$ cat src/rtl/rv32i_pkg.sv
// rtl/rv32i_pkg.sv - shared RV32I control constants and main-control state encoding.
package rv32i_pkg;

  localparam logic [6:0] OP_R      = 7'b0110011;
  localparam logic [6:0] OP_I      = 7'b0010011;
  localparam logic [6:0] OP_LOAD   = 7'b0000011;
  localparam logic [6:0] OP_STORE  = 7'b0100011;
  localparam logic [6:0] OP_BRANCH = 7'b1100011;

  // ALUOp encoding is shared with alu_control.
  localparam logic [1:0] ALUOP_ADD   = 2'b00;
  localparam logic [1:0] ALUOP_SUB   = 2'b01;
  localparam logic [1:0] ALUOP_FUNCT = 2'b10;

  localparam logic [1:0] SRCB_RS2  = 2'b00;
  localparam logic [1:0] SRCB_FOUR = 2'b01;
  localparam logic [1:0] SRCB_IMM  = 2'b10;

  localparam logic [1:0] TRAP_NONE        = 2'b00;
  localparam logic [1:0] TRAP_ILLEGAL     = 2'b01;
  localparam logic [1:0] TRAP_MEM_TIMEOUT = 2'b10;

  typedef enum logic [3:0] {
    ST_FETCH    = 4'd0,
    ST_DECODE   = 4'd1,
    ST_EXEC_R   = 4'd2,
    ST_EXEC_I   = 4'd3,
    ST_WB_ALU   = 4'd4,
    ST_MEM_ADDR = 4'd5,
    ST_MEM_RD   = 4'd6,
    ST_WB_MEM   = 4'd7,
    ST_MEM_WR   = 4'd8,
    ST_BRANCH   = 4'd9,
    ST_TRAP     = 4'd10
  } state_e;

endpackage

$ cat src/rtl/mem_timeout_counter.sv
// rtl/mem_timeout_counter.sv - counts unanswered memory-request cycles and flags expiry.
module mem_timeout_counter #(
  parameter int unsigned MEM_TIMEOUT = 255
) (
  input  logic clk,
  input  logic rst,
  input  logic mem_req_i,
  input  logic mem_ready_i,
  output logic expired_o
);

  // A zero limit disables the timeout; keep a 1-bit counter parked at zero.
  localparam int unsigned CW = (MEM_TIMEOUT > 0) ? $clog2(MEM_TIMEOUT + 1) : 1;
  localparam logic [CW-1:0] LIMIT = CW'(MEM_TIMEOUT);

  logic [CW-1:0] cnt_q, cnt_d;
  logic          waiting;

  assign waiting = mem_req_i && !mem_ready_i;

  always_comb begin
    cnt_d = '0;
    if (MEM_TIMEOUT != 0 && waiting) begin
      cnt_d = (cnt_q == LIMIT) ? cnt_q : cnt_q + 1'b1;
    end
  end

  always_ff @(posedge clk) begin
    if (rst) begin
      cnt_q <= '0;
    end else begin
      cnt_q <= cnt_d;
    end
  end

  assign expired_o = (MEM_TIMEOUT != 0) && waiting && (cnt_q == LIMIT);

endmodule

$ cat src/rtl/multicycle_main_control.sv
// rtl/multicycle_main_control.sv - multi-cycle RV32I main control FSM driving datapath selects and enables.
module multicycle_main_control
  import rv32i_pkg::*;
#(
  parameter int unsigned MEM_TIMEOUT = 255
) (
  input  logic       clk,
  input  logic       rst,
  input  logic [6:0] opcode,
  input  logic [2:0] funct3,
  input  logic       mem_ready,
  output logic       pc_write,
  output logic       pc_write_cond,
  output logic       pc_src,
  output logic       ir_write,
  output logic       mem_req,
  output logic       mem_we,
  output logic       iord,
  output logic       alu_src_a,
  output logic [1:0] alu_src_b,
  output logic [1:0] ALUOp,
  output logic       alu_funct7_kill,
  output logic       reg_write,
  output logic       mem_to_reg,
  output logic       instr_retired,
  output logic       trap,
  output logic [1:0] trap_cause
);

  state_e     state_q, state_d;
  logic [1:0] cause_q, cause_d;
  logic       req_phase;
  logic       tmo_expired;

  assign req_phase = (state_q == ST_FETCH) || (state_q == ST_MEM_RD) || (state_q == ST_MEM_WR);

  mem_timeout_counter #(
    .MEM_TIMEOUT(MEM_TIMEOUT)
  ) u_mem_timeout (
    .clk        (clk),
    .rst        (rst),
    .mem_req_i  (req_phase),
    .mem_ready_i(mem_ready),
    .expired_o  (tmo_expired)
  );

  always_ff @(posedge clk) begin
    if (rst) begin
      state_q <= ST_FETCH;
      cause_q <= TRAP_NONE;
    end else begin
      state_q <= state_d;
      cause_q <= cause_d;
    end
  end

  always_comb begin
    state_d         = state_q;
    cause_d         = cause_q;
    pc_write        = 1'b0;
    pc_write_cond   = 1'b0;
    pc_src          = 1'b0;
    ir_write        = 1'b0;
    mem_req         = 1'b0;
    mem_we          = 1'b0;
    iord            = 1'b0;
    alu_src_a       = 1'b0;
    alu_src_b       = SRCB_RS2;
    ALUOp           = ALUOP_ADD;
    alu_funct7_kill = 1'b0;
    reg_write       = 1'b0;
    mem_to_reg      = 1'b0;
    instr_retired   = 1'b0;
    trap            = 1'b0;
    trap_cause      = TRAP_NONE;
    if (!rst) begin
      trap_cause = cause_q;
      case (state_q)
        ST_FETCH: begin
          mem_req   = 1'b1;
          alu_src_b = SRCB_FOUR;
          ir_write  = mem_ready;
          pc_write  = mem_ready;
          if (mem_ready) state_d = ST_DECODE;
        end
        ST_DECODE: begin
          case (opcode)
            OP_R:               state_d = ST_EXEC_R;
            OP_I:               state_d = ST_EXEC_I;
            OP_LOAD, OP_STORE:  state_d = ST_MEM_ADDR;
            OP_BRANCH:          state_d = ST_BRANCH;
            default: begin
              state_d = ST_TRAP;
              cause_d = TRAP_ILLEGAL;
            end
          endcase
        end
        ST_EXEC_R: begin
          alu_src_a = 1'b1;
          alu_src_b = SRCB_RS2;
          ALUOp     = ALUOP_FUNCT;
          state_d   = ST_WB_ALU;
        end
        ST_EXEC_I: begin
          alu_src_a       = 1'b1;
          alu_src_b       = SRCB_IMM;
          ALUOp           = ALUOP_FUNCT;
          // ADDI has no SUB form: imm[11:5] must not look like funct7.
          alu_funct7_kill = (funct3 == 3'b000);
          state_d         = ST_WB_ALU;
        end
        ST_WB_ALU: begin
          reg_write     = 1'b1;
          instr_retired = 1'b1;
          state_d       = ST_FETCH;
        end
        ST_MEM_ADDR: begin
          alu_src_a = 1'b1;
          alu_src_b = SRCB_IMM;
          state_d   = (opcode == OP_LOAD) ? ST_MEM_RD : ST_MEM_WR;
        end
        ST_MEM_RD: begin
          mem_req = 1'b1;
          iord    = 1'b1;
          if (mem_ready) state_d = ST_WB_MEM;
        end
        ST_WB_MEM: begin
          reg_write     = 1'b1;
          mem_to_reg    = 1'b1;
          instr_retired = 1'b1;
          state_d       = ST_FETCH;
        end
        ST_MEM_WR: begin
          mem_req       = 1'b1;
          iord          = 1'b1;
          mem_we        = 1'b1;
          instr_retired = mem_ready;
          if (mem_ready) state_d = ST_FETCH;
        end
        ST_BRANCH: begin
          alu_src_a     = 1'b1;
          alu_src_b     = SRCB_RS2;
          ALUOp         = ALUOP_SUB;
          pc_src        = 1'b1;
          pc_write_cond = 1'b1;
          instr_retired = 1'b1;
          state_d       = ST_FETCH;
        end
        ST_TRAP: begin
          trap = 1'b1;
        end
        default: state_d = ST_FETCH;
      endcase
      // Expiry already implies an outstanding request with mem_ready low.
      if (tmo_expired) begin
        state_d = ST_TRAP;
        cause_d = TRAP_MEM_TIMEOUT;
      end
    end
  end

endmodule

$ cat config.mk
export PLATFORM = sky130hd
export DESIGN_NAME = multicycle_main_control
export DESIGN_NICKNAME = d
export VERILOG_FILES = /design/src/rtl/rv32i_pkg.sv /design/src/rtl/mem_timeout_counter.sv /design/src/rtl/multicycle_main_control.sv
export SDC_FILE = /design/constraint.sdc
export NUM_CORES = 1
export LEC_CHECK = 0
export CAP_MARGIN = 20
export CORE_MARGIN = 3
export CORE_UTILIZATION = 42
export DETAILED_ROUTE_END_ITERATION = 8
export GPL_TIMING_DRIVEN = 0
export PLACE_DENSITY = 0.86
export RECOVER_POWER = 50
export SYNTH_ARGS = -nofsm -noshare
export SYNTH_HDL_FRONTEND = slang
export SYNTH_HIERARCHICAL = 1
export SYNTH_SLANG_ARGS = --single-unit
$ cat constraint.sdc
create_clock -name clk -period 1.8 [get_ports clk]
set_input_delay 0.45 -clock clk [delete_from_list [all_inputs] [get_ports clk]]
set_output_delay 0.45 -clock clk [all_outputs]
set_load 0.03 [all_outputs]
==> impl_metrics.toml <==
[outcome]
outcome = "complete, but fails checks"
violations = "negative setup slack"

[synthesis]
synth_top_family_by_area = "simple AND/OR/NAND/NOR gates"
yosys_register_bits = 14
syn-instance-count = 144
synth_most_common_cell = "dfxtp_1"
synth_top_area_share_pct = 26.3
ys_top_cells_by_area = "dfxtp_1, a21oi_1, nor3_1, nand2b_1, nor2_1"
synthFlopType = "dfxtp_1"
synth_mux_area_share_pct = 3.05
synth_adder_area_share_pct = 1.17
async_reset_ff_share_pct = 0
synth_compound_area_share_pct = 22.4
ys_types = 44
synthSimpleGateAreaFrac_pct = 38.6
yosysTopAreaCell = "dfxtp_1"
synth_common_cells = "dfxtp_1, a21oi_1, nor2_1, nor3_1, nand2_1"
synth_edf_count = 0
syn_area_per_cell_um2 = 7.40
synth-xor-area-share_pct = 0.822
syn_area_um2 = 1070
synth_nets = 158
ys_seq_area_share_pct = 26.3
synth_warnings = 6

[power_and_ir_drop]
pwr-share-comb_pct = 37.7
seqPwrFrac_pct = 35.2
vdd_drop_max_mv = 0.570
p_clk_share_pct = 27.1
p_per_area_nw_per_um2 = 473
sw_frac_of_total_pct = 33.5
switchingPower_mw = 0.316
power.leakage_nw = 0.766
power.internal_mw = 0.626

[routing]
route.antenna.remaining_nets = 0
route.detailed.drc = 0
wl_per_cell_um = 19.3
vias_per_cell = 6.20
drt_pass1_iterations = 4
num_vias = 1438
drt-initial-drc-count = 89
finalWirelength_mm = 4.48

[cts]
cts_made_buffers = 3
cts_sinks = 14
cts_tree = "done"
clk_path_buf_depth = 2
ctsHoldBuffers = 0
cts_root_buf = "clkbuf_4"
insertion_delay_ns = 0.30
htreeDepth = 1
path_clk_slew_ns = 0.10

[sta]
relSlewSlack_pct = 68.6
hold_violations = 0
finalMaxSlewViolations = 0
setup_viol = 27
worstMarginPinSlew_ns = 0.466
period_minus_slack_ns = 2.13
fin_skew_ns = 0.00253
whs_ns = 0.481
setup_ws_ns = -0.329
rsz0062_at_grt = "true"
fmax_ghz = 0.470
finalCritPeriodShare_pct = 118

[global_route]
grt_max_degree = 11
grt_pass1_wl_mm = 6.07
antenna_found_initial = 0
grt_pass1_vias = 1311
grt.total_usage_pct = 23.9
overflow = 0

[setup_path]
r2r-end = "state_q[1]"
cpPeakStageDelay_ns = 0.39
start_kind = "register"
criticalPathCategory = "reg -> out"
slowest_stage = "dfxtp_4"
critPathRequiredTime_ns = 1.35
r2r_cells = 10
path_cells = "clkbuf_16, buf_12, nor4_4, and2_4, buf_2"
end_kind = "output port"
critPathMaxFanout = 7
r2r_start = "state_q[2]"
arrival_ns = 1.68
r2r_slack_ns = -0.27

[final_layout]
num_antenna_cells = 0
layout.nets = 219
fin_area_um2 = 1990
instances_no_fill = 232
drive_gt1_share_pct = 49.0
area_delta_synth_final_pct = 86.7

[floorplanning]
rows = 17
start_util_pct = 46.0
die_w_um = 56.4
io_pins = 32
dieArea_um2 = 3180
core_area_um2 = 2320
die_height_um = 56.4

[min_path]
min_from = "cause_q[1]"
holdPathEnd = "cause_q[1]"
whs_path_depth = 2
hold_path_class = "reg -> reg"

[run]
maxCapViolCount = 0

[placed_design]
dp_cells = 203
gp_congestion = 0.865
dp_hpwl_mm = 2.23
placed_cell_area_um2 = 1480
portBuffers = 31
metrics by stage:
| stage | worst slack [ns] | util [%] | setup TNS, ns | total power, mW |
|---|---|---|---|---|
| 6_report | -0.329 | 85.9 | -5.24 | 0.942 |
| 5_1_grt | -0.363 | 85.9 | -6.66 | 0.972 |
| 4_1_cts | -0.335 | 76.6 | -3.61 | 0.858 |
| 3_5_place_dp | -1.30 | 63.8 | -23.48 | 0.557 |
| 3_3_place_gp | -1.24 | 63.8 | -21.99 | 0.550 |
| 2_1_floorplan | -0.248 | - | -0.860 | 0.471 |
power groups by stage:
stage / Clock (mW) / Sequential [mW] / Combinational (mW)
finish: 0.255 / 0.331 / 0.356
floorplan: 0 / 0.331 / 0.140
detailed placement: 0 / 0.333 / 0.224
global placement: 0 / 0.332 / 0.218
global route: 0.267 / 0.333 / 0.372
CTS: 0.245 / 0.330 / 0.283
cells by family after synthesis:
family,Yosys count
compound gates,35
buf+inv,16
flops,14
xor+xnor,1
mux,3
fa+ha+maj,1
simple gates,74
cell type report:
| type | count | area, um^2 |
|---|---|---|
| sequential | 14 | 295 |
| fill | 113 | 328 |
| timing repair buffer | 59 | 584 |
| clock buffer | 4 | 36.3 |
| multi-input combinational | 114 | 916 |
| buffer | 9 | 109 |
| tap | 28 | 35.0 |
| inverter | 4 | 15.0 |
critical path: cells and delay by family, from the launching register on:
kind          cells  cell delay [ns]
simple gates      2             0.50
buf+inv           3             0.48
flops             1             0.39
routing by layer:
| metal | track usage, % | routed length [um] | vias to the layer above |
|---|---|---|---|
| met3 | 6.44 | 296 | 27 |
| met4 | 10.8 | 195 | 0 |
| met5 | 0 | 0 | - |
| li1 | - | - | 638 |
| met2 | 43.4 | 2350 | 87 |
| met1 | 25.6 | 1630 | 686 |
state kept, by name (all words and copies together) (netlist names):
| name | count |
|---|---|
| u_mem_timeout/cnt_q | 8 |
| state_q | 4 |
| cause_q | 2 |
worst max-delay path by stage:
stage,startpoint,cells after the start,slack (ns),to
2_1_floorplan,state_q[1],6,-0.25,pc_write
3_3_place_gp,rst,5,-1.24,pc_write_cond
3_5_place_dp,rst,5,-1.30,pc_write_cond
4_1_cts,state_q[1],6,-0.33,pc_write
5_1_grt,state_q[3],6,-0.36,pc_write
6_report,state_q[3],5,-0.33,ir_write
cell usage in the layout (no fill, tap or decap), drive strengths merged, types with 2 or more instances in the layout:
cell type | netlist | layout
buf | 6 | 50
dfxtp | 14 | 14
a21oi | 12 | 12
nor2 | 12 | 12
nor3 | 12 | 12
clkdlybuf4s50 | 0 | 10
nand2 | 10 | 10
nand2b | 9 | 9
clkbuf | 6 | 9
o21ai | 6 | 6
nand3 | 5 | 5
nor2b | 4 | 4
inv | 4 | 4
nand3b | 3 | 3
o21a | 3 | 3
or3 | 3 | 3
nor4 | 3 | 3
and2 | 3 | 3
a211oi | 3 | 3
nor3b | 2 | 2
mux2 | 2 | 2
dlygate4sd2 | 0 | 2
o21bai | 2 | 2
timing repair:
action / CTS / global route
gates cloned: 1 / 0
pin swaps: 10 / 18
endpoints found under the setup margin: 33 / 27
setup buffers: 14 / 13
gates resized for setup: 159 / 36
(Power assumes the default switching activity.)
